## src/rtl/rf_text_glyph_writer.sv

```systemverilog
// rf_text_glyph_writer
//   Write side of the text-mode character RAM. Takes one glyph scanline bitmap
//   per request, computes its byte address with the same packed font layout the
//   display-side glyph fetch uses, and issues one or two 64-bit byte-select bus
//   writes (two when the scanline straddles an octa-byte boundary).
// Ports
//   clk_i, rst_ni        clock, synchronous active-low reset
//   req_i / rdy_o        request handshake (transfer when req_i & rdy_o)
//   font_address_i       font base byte address, bits [2:0] ignored
//   char_code_i          character code
//   max_scan_pix_i       glyph width in pixels
//   max_scanline_i       glyph height in scanlines
//   scanline_i           scanline index within glyph
//   row_i                scanline bitmap, LSB-aligned
//   cs_o/we_o/sel_o/adr_o/dat_o/ack_i   char RAM bus write port
//   done_o               one-cycle completion pulse
//   err_o                pulses with done_o when a bus write timed out
module rf_text_glyph_writer #(
  parameter int unsigned pCalcStages = 2,
  parameter int unsigned pAckTimeout = 255
) (
  input  logic        clk_i,
  input  logic        rst_ni,
  input  logic        req_i,
  output logic        rdy_o,
  input  logic [15:0] font_address_i,
  input  logic [12:0] char_code_i,
  input  logic [5:0]  max_scan_pix_i,
  input  logic [5:0]  max_scanline_i,
  input  logic [5:0]  scanline_i,
  input  logic [63:0] row_i,
  output logic        cs_o,
  output logic        we_o,
  output logic [7:0]  sel_o,
  output logic [12:0] adr_o,
  output logic [63:0] dat_o,
  input  logic        ack_i,
  output logic        done_o,
  output logic        err_o
);

  typedef enum logic [2:0] {
    IDLE,
    CALC,
    WR0,
    GAP,
    WR1,
    DONE
  } state_t;

  state_t      state;
  logic [2:0]  ccnt;
  logic [7:0]  tcnt;

  logic [15:0] font_q;
  logic [12:0] code_q;
  logic [5:0]  pix_q;
  logic [5:0]  lines_q;
  logic [5:0]  scan_q;
  logic [63:0] row_q;

  // Address datapath works from the captured request only; its result is not
  // consumed until CALC has run for pCalcStages clocks (multicycle path).
  logic [3:0]  sw;
  logic [9:0]  csz;
  logic [6:0]  cs8;
  logic [15:0] code_term;
  logic [15:0] scan_term;
  logic [15:0] badr;
  logic [2:0]  off;
  logic [7:0]  m;
  logic [3:0]  roff;
  logic [7:0]  sel0;
  logic [7:0]  sel1;
  logic [63:0] dat0;
  logic [63:0] dat1;
  logic        straddle;

  always_comb begin
    sw        = {1'b0, pix_q[5:3]} + {3'b000, |pix_q[2:0]};
    csz       = {4'b0000, lines_q} * {6'b000000, sw};
    cs8       = csz[9:3] + {6'b000000, |csz[2:0]};
    code_term = {3'b000, code_q} * {6'b000000, cs8, 3'b000};
    scan_term = {10'b0, scan_q} * {12'b0, sw};
    badr      = (font_q & 16'hFFF8) + code_term + scan_term;
    off       = badr[2:0];
    // Shifting 8'hFF by sw=8 leaves zero, so the inverse is the full mask.
    m         = ~(8'hFF << sw);
    roff      = 4'd8 - {1'b0, off};
    sel0      = m << off;
    dat0      = row_q << {off, 3'b000};
    sel1      = m >> roff;
    dat1      = row_q >> {roff, 3'b000};
    straddle  = ({1'b0, off} + sw) > 4'd8;
  end

  always_ff @(posedge clk_i) begin
    if (!rst_ni) begin
      state   <= IDLE;
      rdy_o   <= 1'b0;
      cs_o    <= 1'b0;
      we_o    <= 1'b0;
      sel_o   <= '0;
      adr_o   <= '0;
      dat_o   <= '0;
      done_o  <= 1'b0;
      err_o   <= 1'b0;
      ccnt    <= '0;
      tcnt    <= '0;
      font_q  <= '0;
      code_q  <= '0;
      pix_q   <= '0;
      lines_q <= '0;
      scan_q  <= '0;
      row_q   <= '0;
    end else begin
      done_o <= 1'b0;
      err_o  <= 1'b0;
      unique case (state)
        IDLE: begin
          rdy_o <= 1'b1;
          if (req_i && rdy_o) begin
            rdy_o   <= 1'b0;
            font_q  <= font_address_i;
            code_q  <= char_code_i;
            pix_q   <= max_scan_pix_i;
            lines_q <= max_scanline_i;
            scan_q  <= scanline_i;
            row_q   <= row_i;
            ccnt    <= '0;
            state   <= CALC;
          end
        end
        CALC: begin
          if (ccnt == 3'(pCalcStages - 1)) begin
            if (sw == 4'd0) begin
              done_o <= 1'b1;
              state  <= DONE;
            end else begin
              cs_o  <= 1'b1;
              we_o  <= 1'b1;
              adr_o <= badr[15:3];
              sel_o <= sel0;
              dat_o <= dat0;
              tcnt  <= '0;
              state <= WR0;
            end
          end else begin
            ccnt <= ccnt + 3'd1;
          end
        end
        WR0, WR1: begin
          if (ack_i && cs_o) begin
            cs_o  <= 1'b0;
            we_o  <= 1'b0;
            sel_o <= '0;
            adr_o <= '0;
            dat_o <= '0;
            if (state == WR0 && straddle) begin
              state <= GAP;
            end else begin
              done_o <= 1'b1;
              state  <= DONE;
            end
          end else if (tcnt == 8'(pAckTimeout - 1)) begin
            cs_o   <= 1'b0;
            we_o   <= 1'b0;
            sel_o  <= '0;
            adr_o  <= '0;
            dat_o  <= '0;
            done_o <= 1'b1;
            err_o  <= 1'b1;
            state  <= DONE;
          end else begin
            tcnt <= tcnt + 8'd1;
          end
        end
        // One idle bus clock between the two writes of a straddling row.
        GAP: begin
          cs_o  <= 1'b1;
          we_o  <= 1'b1;
          adr_o <= badr[15:3] + 13'd1;
          sel_o <= sel1;
          dat_o <= dat1;
          tcnt  <= '0;
          state <= WR1;
        end
        DONE: begin
          rdy_o <= 1'b1;
          state <= IDLE;
        end
        default: state <= IDLE;
      endcase
    end
  end

endmodule

```

## config.mk

```make
export PLATFORM = sky130hd
export DESIGN_NAME = rf_text_glyph_writer
export DESIGN_NICKNAME = d
export VERILOG_FILES = /design/src/rtl/rf_text_glyph_writer.sv
export SDC_FILE = /design/constraint.sdc
export NUM_CORES = 1
export LEC_CHECK = 0
export CAP_MARGIN = 10
export CORE_ASPECT_RATIO = 0.75
export CORE_MARGIN = 3
export CORE_UTILIZATION = 45
export DETAILED_ROUTE_END_ITERATION = 6
export PLACE_DENSITY_LB_ADDON = 0.15
export SLEW_MARGIN = 0
export SYNTH_ARGS = -nofsm -noshare
export SYNTH_HDL_FRONTEND = slang
export SYNTH_SLANG_ARGS = --single-unit
export TNS_END_PERCENT = 20
```

## constraint.sdc

```tcl
create_clock -name clk_i -period 9.85 [get_ports clk_i]
set_clock_uncertainty 0.1 [all_clocks]
set_input_delay 1.97 -clock clk_i [delete_from_list [all_inputs] [get_ports clk_i]]
set_output_delay 1.97 -clock clk_i [all_outputs]
set_load 0.01 [all_outputs]
```

Word level (Yosys, flattened, before mapping)
Cells that the tools add are included.
Storage, ports and cells
  register bits after elaboration: 214
Cells by class
  magnitude comparators: 1
  add/sub/neg operators: 9
  shifts and indexed selects: 5
  bitwise operators: 3
  $mul: 3
  equal/unequal tests: 14
  reductions and logical operators: 17
  mux-type cells: 43
Operators by type and width (count)
  $mux 64: 4
  $pmux 64 s3: 1
  $mux 8: 8
  $shl 64x6->64: 1
  $shr 64x7->64: 1
  $mux 13: 4
  $pmux 8 s3: 2
  $pmux 13 s3: 1
  $mux 3: 8
  $mul 6x4->10: 2
  $add 16x10->16: 1
  $add 16x16->16: 1
  $add 13x1->13 const B: 1
  $mul 13x7->13: 1
  $ne 2x2->1 const B: 6
  $pmux 3 s4: 1
  $mux 1: 10
  $reduce_or 3->1: 3
  $add 8x1->8 const B: 1
  $eq 8x8->1 const B: 1
  $not 8->8: 1
  $shl 8x3->8: 1
  $shl 8x4->8 const A: 1
  $shr 8x4->8: 1
  24 further kinds: 33

Longest topological paths before layout
  depth in word-level cells: 14
  mapped depth: 48

Worst setup path after synthesis
Ideal clock, no wire load.
  path kind: register to register
  from: reg pix_q[0]
  to: reg adr_o[12]
  cell stages (with the launch flop): 48
  required time: 9.632 ns
  path slack: -1.012 ns
  library setup time: 0.118 ns
  data arrival time: 10.644 ns
  path through: dfxtp_1 > or3_1 > ha_1 > ha_1 > xor2_1 > clkbuf_1 > clkbuf_1 > nand2_1 > fa_1 > fa_1 > inv_1 > fa_1 > ha_1 > ha_1 > nand2b_1 > a21oi_1 > o211ai_1 > or3b_1 > [... 12 more ...] > o21bai_1 > a21oi_1 > o21bai_1 > a21oi_1 > xnor2_1 > ha_1 > ha_1 > xor2_1 > xnor2_1 > xnor2_1 > xnor2_1 > xnor3_2 > xnor3_1 > xnor2_1 > xnor2_1 > xnor2_1 > a22oi_1 > nor2b_1
On the way
  cells in the longest elaborated chain, start to end: 11
RTL lines
  from (decl): line 57  | logic [5:0] pix_q;
  from (signal assigned): line 126  | pix_q <= max_scan_pix_i;
  $reduce_or 3->1 (*): line 80  | sw = {1'b0, pix_q[5:3]} + {3'b000, |pix_q[2:0]};
  $add 3x1->4 (*): line 80
  branches (longest 9 deep; another with $add 16x16->16)
  to (signal assigned): line 142  | adr_o <= badr[15:3];
  to (signal assigned): line 182  | adr_o <= badr[15:3] + 13'd1;
  to (decl): line 35  | output logic [12:0] adr_o,
Every way passes the cells marked *. The select of a mux whose other input is x is not followed.
A chain may end at the register's enable or synchronous reset.

Final worst setup path
Same ends and word-level chain as after synthesis.

==> impl_metrics.py <==
metrics = {
    "floorplanning": {
        "dieHeight_um": 168,
        "die_w_um": 222,
        "coreArea_um2": 34000,
        "io_pins": 205,
        "die_area_um2": 37200,
        "rows": 58,
        "start_util_pct": 46.3,
    },
    "yosys": {
        "yosysTopAreaCell": "dfxtp_1",
        "ys_seq_elements": 211,
        "netlist_area_um2": 15700,
        "synth_nets": 2297,
        "syn_area_per_cell_um2": 7.71,
        "ys_types": 68,
        "synth.most_common_cell": "nand2_1",
        "ys_async_sr_fraction_pct": 0,
        "synth-main-ff-cell": "dfxtp_1",
        "yosys-top-cells-area": "dfxtp_1, nand2_1, fa_1, ha_1, a21boi_0",
        "synthTopCellsByCount": "nand2_1, dfxtp_1, nor2_1",
        "synthCells": 2038,
        "synth_top_area_share_pct": 26.9,
        "yosysWarnings": 0,
        "synth_edf_count": 0,
        "ys_seq_area_share_pct": 26.9,
    },
    "run": {
        "maxCapViolations": 0,
    },
    "drt": {
        "drt_iter0_markers": 1927,
        "final_antenna_net_count": 0,
        "avgRoutedWirePerCell_um": 20.6,
        "wl_um": 55000,
        "drt_first_pass_iters": 6,
        "route.detailed.drc": 0,
        "vias": 15600,
        "avgViaCountPerCell": 5.84,
    },
    "worst_hold_path": {
        "min_path_type": "reg2reg",
    },
    "clock_tree": {
        "hold_buffers": 0,
        "cts_tree": "built",
        "clk_pin_slew_ps": 60,
        "htreeDepth": 1,
        "clockRootBuffer": "clkbuf_16",
        "cts_buffers": 23,
        "cts_max_path_buffers": 3,
        "clkLatencyLatePin_ps": 530,
        "cts.sinks": 211,
    },
    "place": {
        "numPlacedInstances": 2626,
        "portBuffers": 201,
        "gp_congestion": 0.998,
        "post-dp-hpwl_um": 40100,
    },
    "global_route": {
        "grt_max_degree": 97,
        "grt_pass1_vias": 14300,
        "grt_overflow_total": 0,
        "grtUsageTotal_pct": 28.3,
        "grt_pass1_wl_um": 84000,
        "antenna_found_initial": 3,
    },
    "timing": {
        "worst_slack_ps": -352,
        "final_max_slew_viol_count": 0,
        "fin_crit_sh_pct": 104,
        "tightest_slew_ps": 1240,
        "setup_violations": 3,
        "hold_viol": 0,
        "min_period_ps": 10200,
        "fmax_ghz": 0.0980,
        "timing.slew.headroom_pct": 17.3,
        "grt_setup_unrepaired": "yes",
    },
    "power": {
        "powerDensity_nw_per_um2": 186,
        "switching_share_pct": 40.9,
        "vdd_drop_max_mv": 0.161,
        "comb_power_share_pct": 42.8,
        "clockPowerShare_pct": 22.1,
        "fin_total_pwr_mw": 3.62,
        "switchingPower_mw": 1.48,
        "p_seq_share_pct": 35.1,
        "p_leak_nw": 8.13,
        "p_int_mw": 2.14,
    },
    "finish": {
        "diodes": 0,
        "fill_cells": 3182,
        "layout-drive-gt1-share_pct": 9.16,
        "final_cells": 2665,
        "syn2layout_area_growth_pct": 23.6,
        "final_nets": 2461,
    },
    "critical_path": {
        "worst_ep_required_time_ps": 10160,
        "cp_slowest_stage_delay_ps": 550,
        "endpoint_kind": "register",
        "cp_max_fo": 5,
        "worstPathArrival_ps": 10510,
        "path_buf_inv": 8,
        "crit_top_cell": "fa_1",
        "worstSetupPathType": "reg2reg",
        "crit_path_top_delay_cell": "fa_1",
        "cp-start-kind": "register",
        "crit_family": "adder cells",
    },
    "run_status": {
        "violations": "setup timing",
        "status": "finished, violations left",
    },
}
## power by group through the flow
stage	Combinational (mW)	Sequential, mW	Clock [mW]
6_report	1.55	1.27	0.798
5_1_grt	1.68	1.29	0.856
4_1_cts	1.52	1.26	0.815
3_5_place_dp	1.50	1.28	0
3_3_place_gp	1.48	1.27	0
2_1_floorplan	0.835	1.24	0
## through the flow
step | area [um^2] | util (%) | hold slack [ps] | setup TNS, ps | setup slack (ps)
after floorplan | 15900 | - | 338 | 0 | 9.76
final | 19400 | 57.2 | 364 | -585 | -352
after detailed placement | 18500 | 54.5 | 355 | -1760 | -637
after global placement | 18500 | 54.5 | 351 | -1210 | -444
after CTS | 19300 | 56.9 | 367 | -882 | -428
after global routing | 19400 | 57.2 | 397 | -2920 | -751
## per-layer routing
layer | vias up | track usage, % | wire, um
met5 | - | 0 | 35
met4 | 6 | 4.73 | 874
met3 | 81 | 9.36 | 7060
met2 | 766 | 37.4 | 20800
met1 | 7359 | 44.5 | 26200
li1 | 7350 | - | -
## timing repair
item	in CTS	in global routing
endpoints found under the setup margin	5	8
gates resized for setup	24	19
gates cloned	0	0
pin swaps	41	11
buffers inserted	2	0
## final timing paths
path / startpoint / endpoint / slack [ps] / depth (start not counted)
setup / recovery: pix_q[0] / adr_o[12] / -350 / 43
setup reg to reg: pix_q[0] / adr_o[12] / -350 / 43
hold reg to reg: pix_q[2] / pix_q[2] / 360 / 2
hold / removal: pix_q[2] / pix_q[2] / 360 / 2
## sequential cells by signal (all words and copies together), names as in the netlist, 3 cells and up
| register | flops |
|---|---|
| adr_o | 13 |
| ccnt | 3 |
| code_q | 13 |
| dat_o | 64 |
| font_q | 13 |
| lines_q | 6 |
| pix_q | 6 |
| row_q | 64 |
| scan_q | 6 |
| sel_o | 8 |
| state | 3 |
| tcnt | 8 |
## worst register-to-register path: cells and delay by family (launching register included)
kind | cells | cell delay [ps]
fa+ha+maj | 12 | 4570
buf+inv | 8 | 660
flops | 1 | 320
xor+xnor | 12 | 2310
compound gates | 5 | 740
simple gates | 6 | 1390
## layout by cell type (no fill, tap or decap), types with 47 or more instances in the layout
master	n
buf_4	82
clkdlybuf4s50_1	200
ha_1	62
fa_1	65
inv_1	103
nor2_1	171
and2_1	55
o211a_1	47
dfxtp_1	210
a21boi_0	109
nand2_1	412
o21ai_0	76
a21oi_1	86
## logic make-up (layout without fill, tap and decap cells)
group | after synthesis | after routing | share of synthesized area, %
and+or+nand+nor | 804 | 804 | 22.5
AOI/OAI and AO/OA | 533 | 533 | 24.2
buffers and inverters | 257 | 434 | 6.18
DFF | 211 | 211 | 26.9
adders and majority gates | 144 | 144 | 14.6
xor gates and xnor gates | 54 | 54 | 3.38
muxes | 35 | 35 | 2.30
## area by class of cell
type,instances,area [um^2],area share (%)
tap,450,563,2.90
multi-input combinational,1570,10900,56.2
clock buffer,29,608,3.13
clock inverter,9,62.6,0.322
inverter,114,428,2.20
timing repair buffer,282,2620,13.5
sequential,211,4230,21.8
Power figures use the tool's default switching activity.
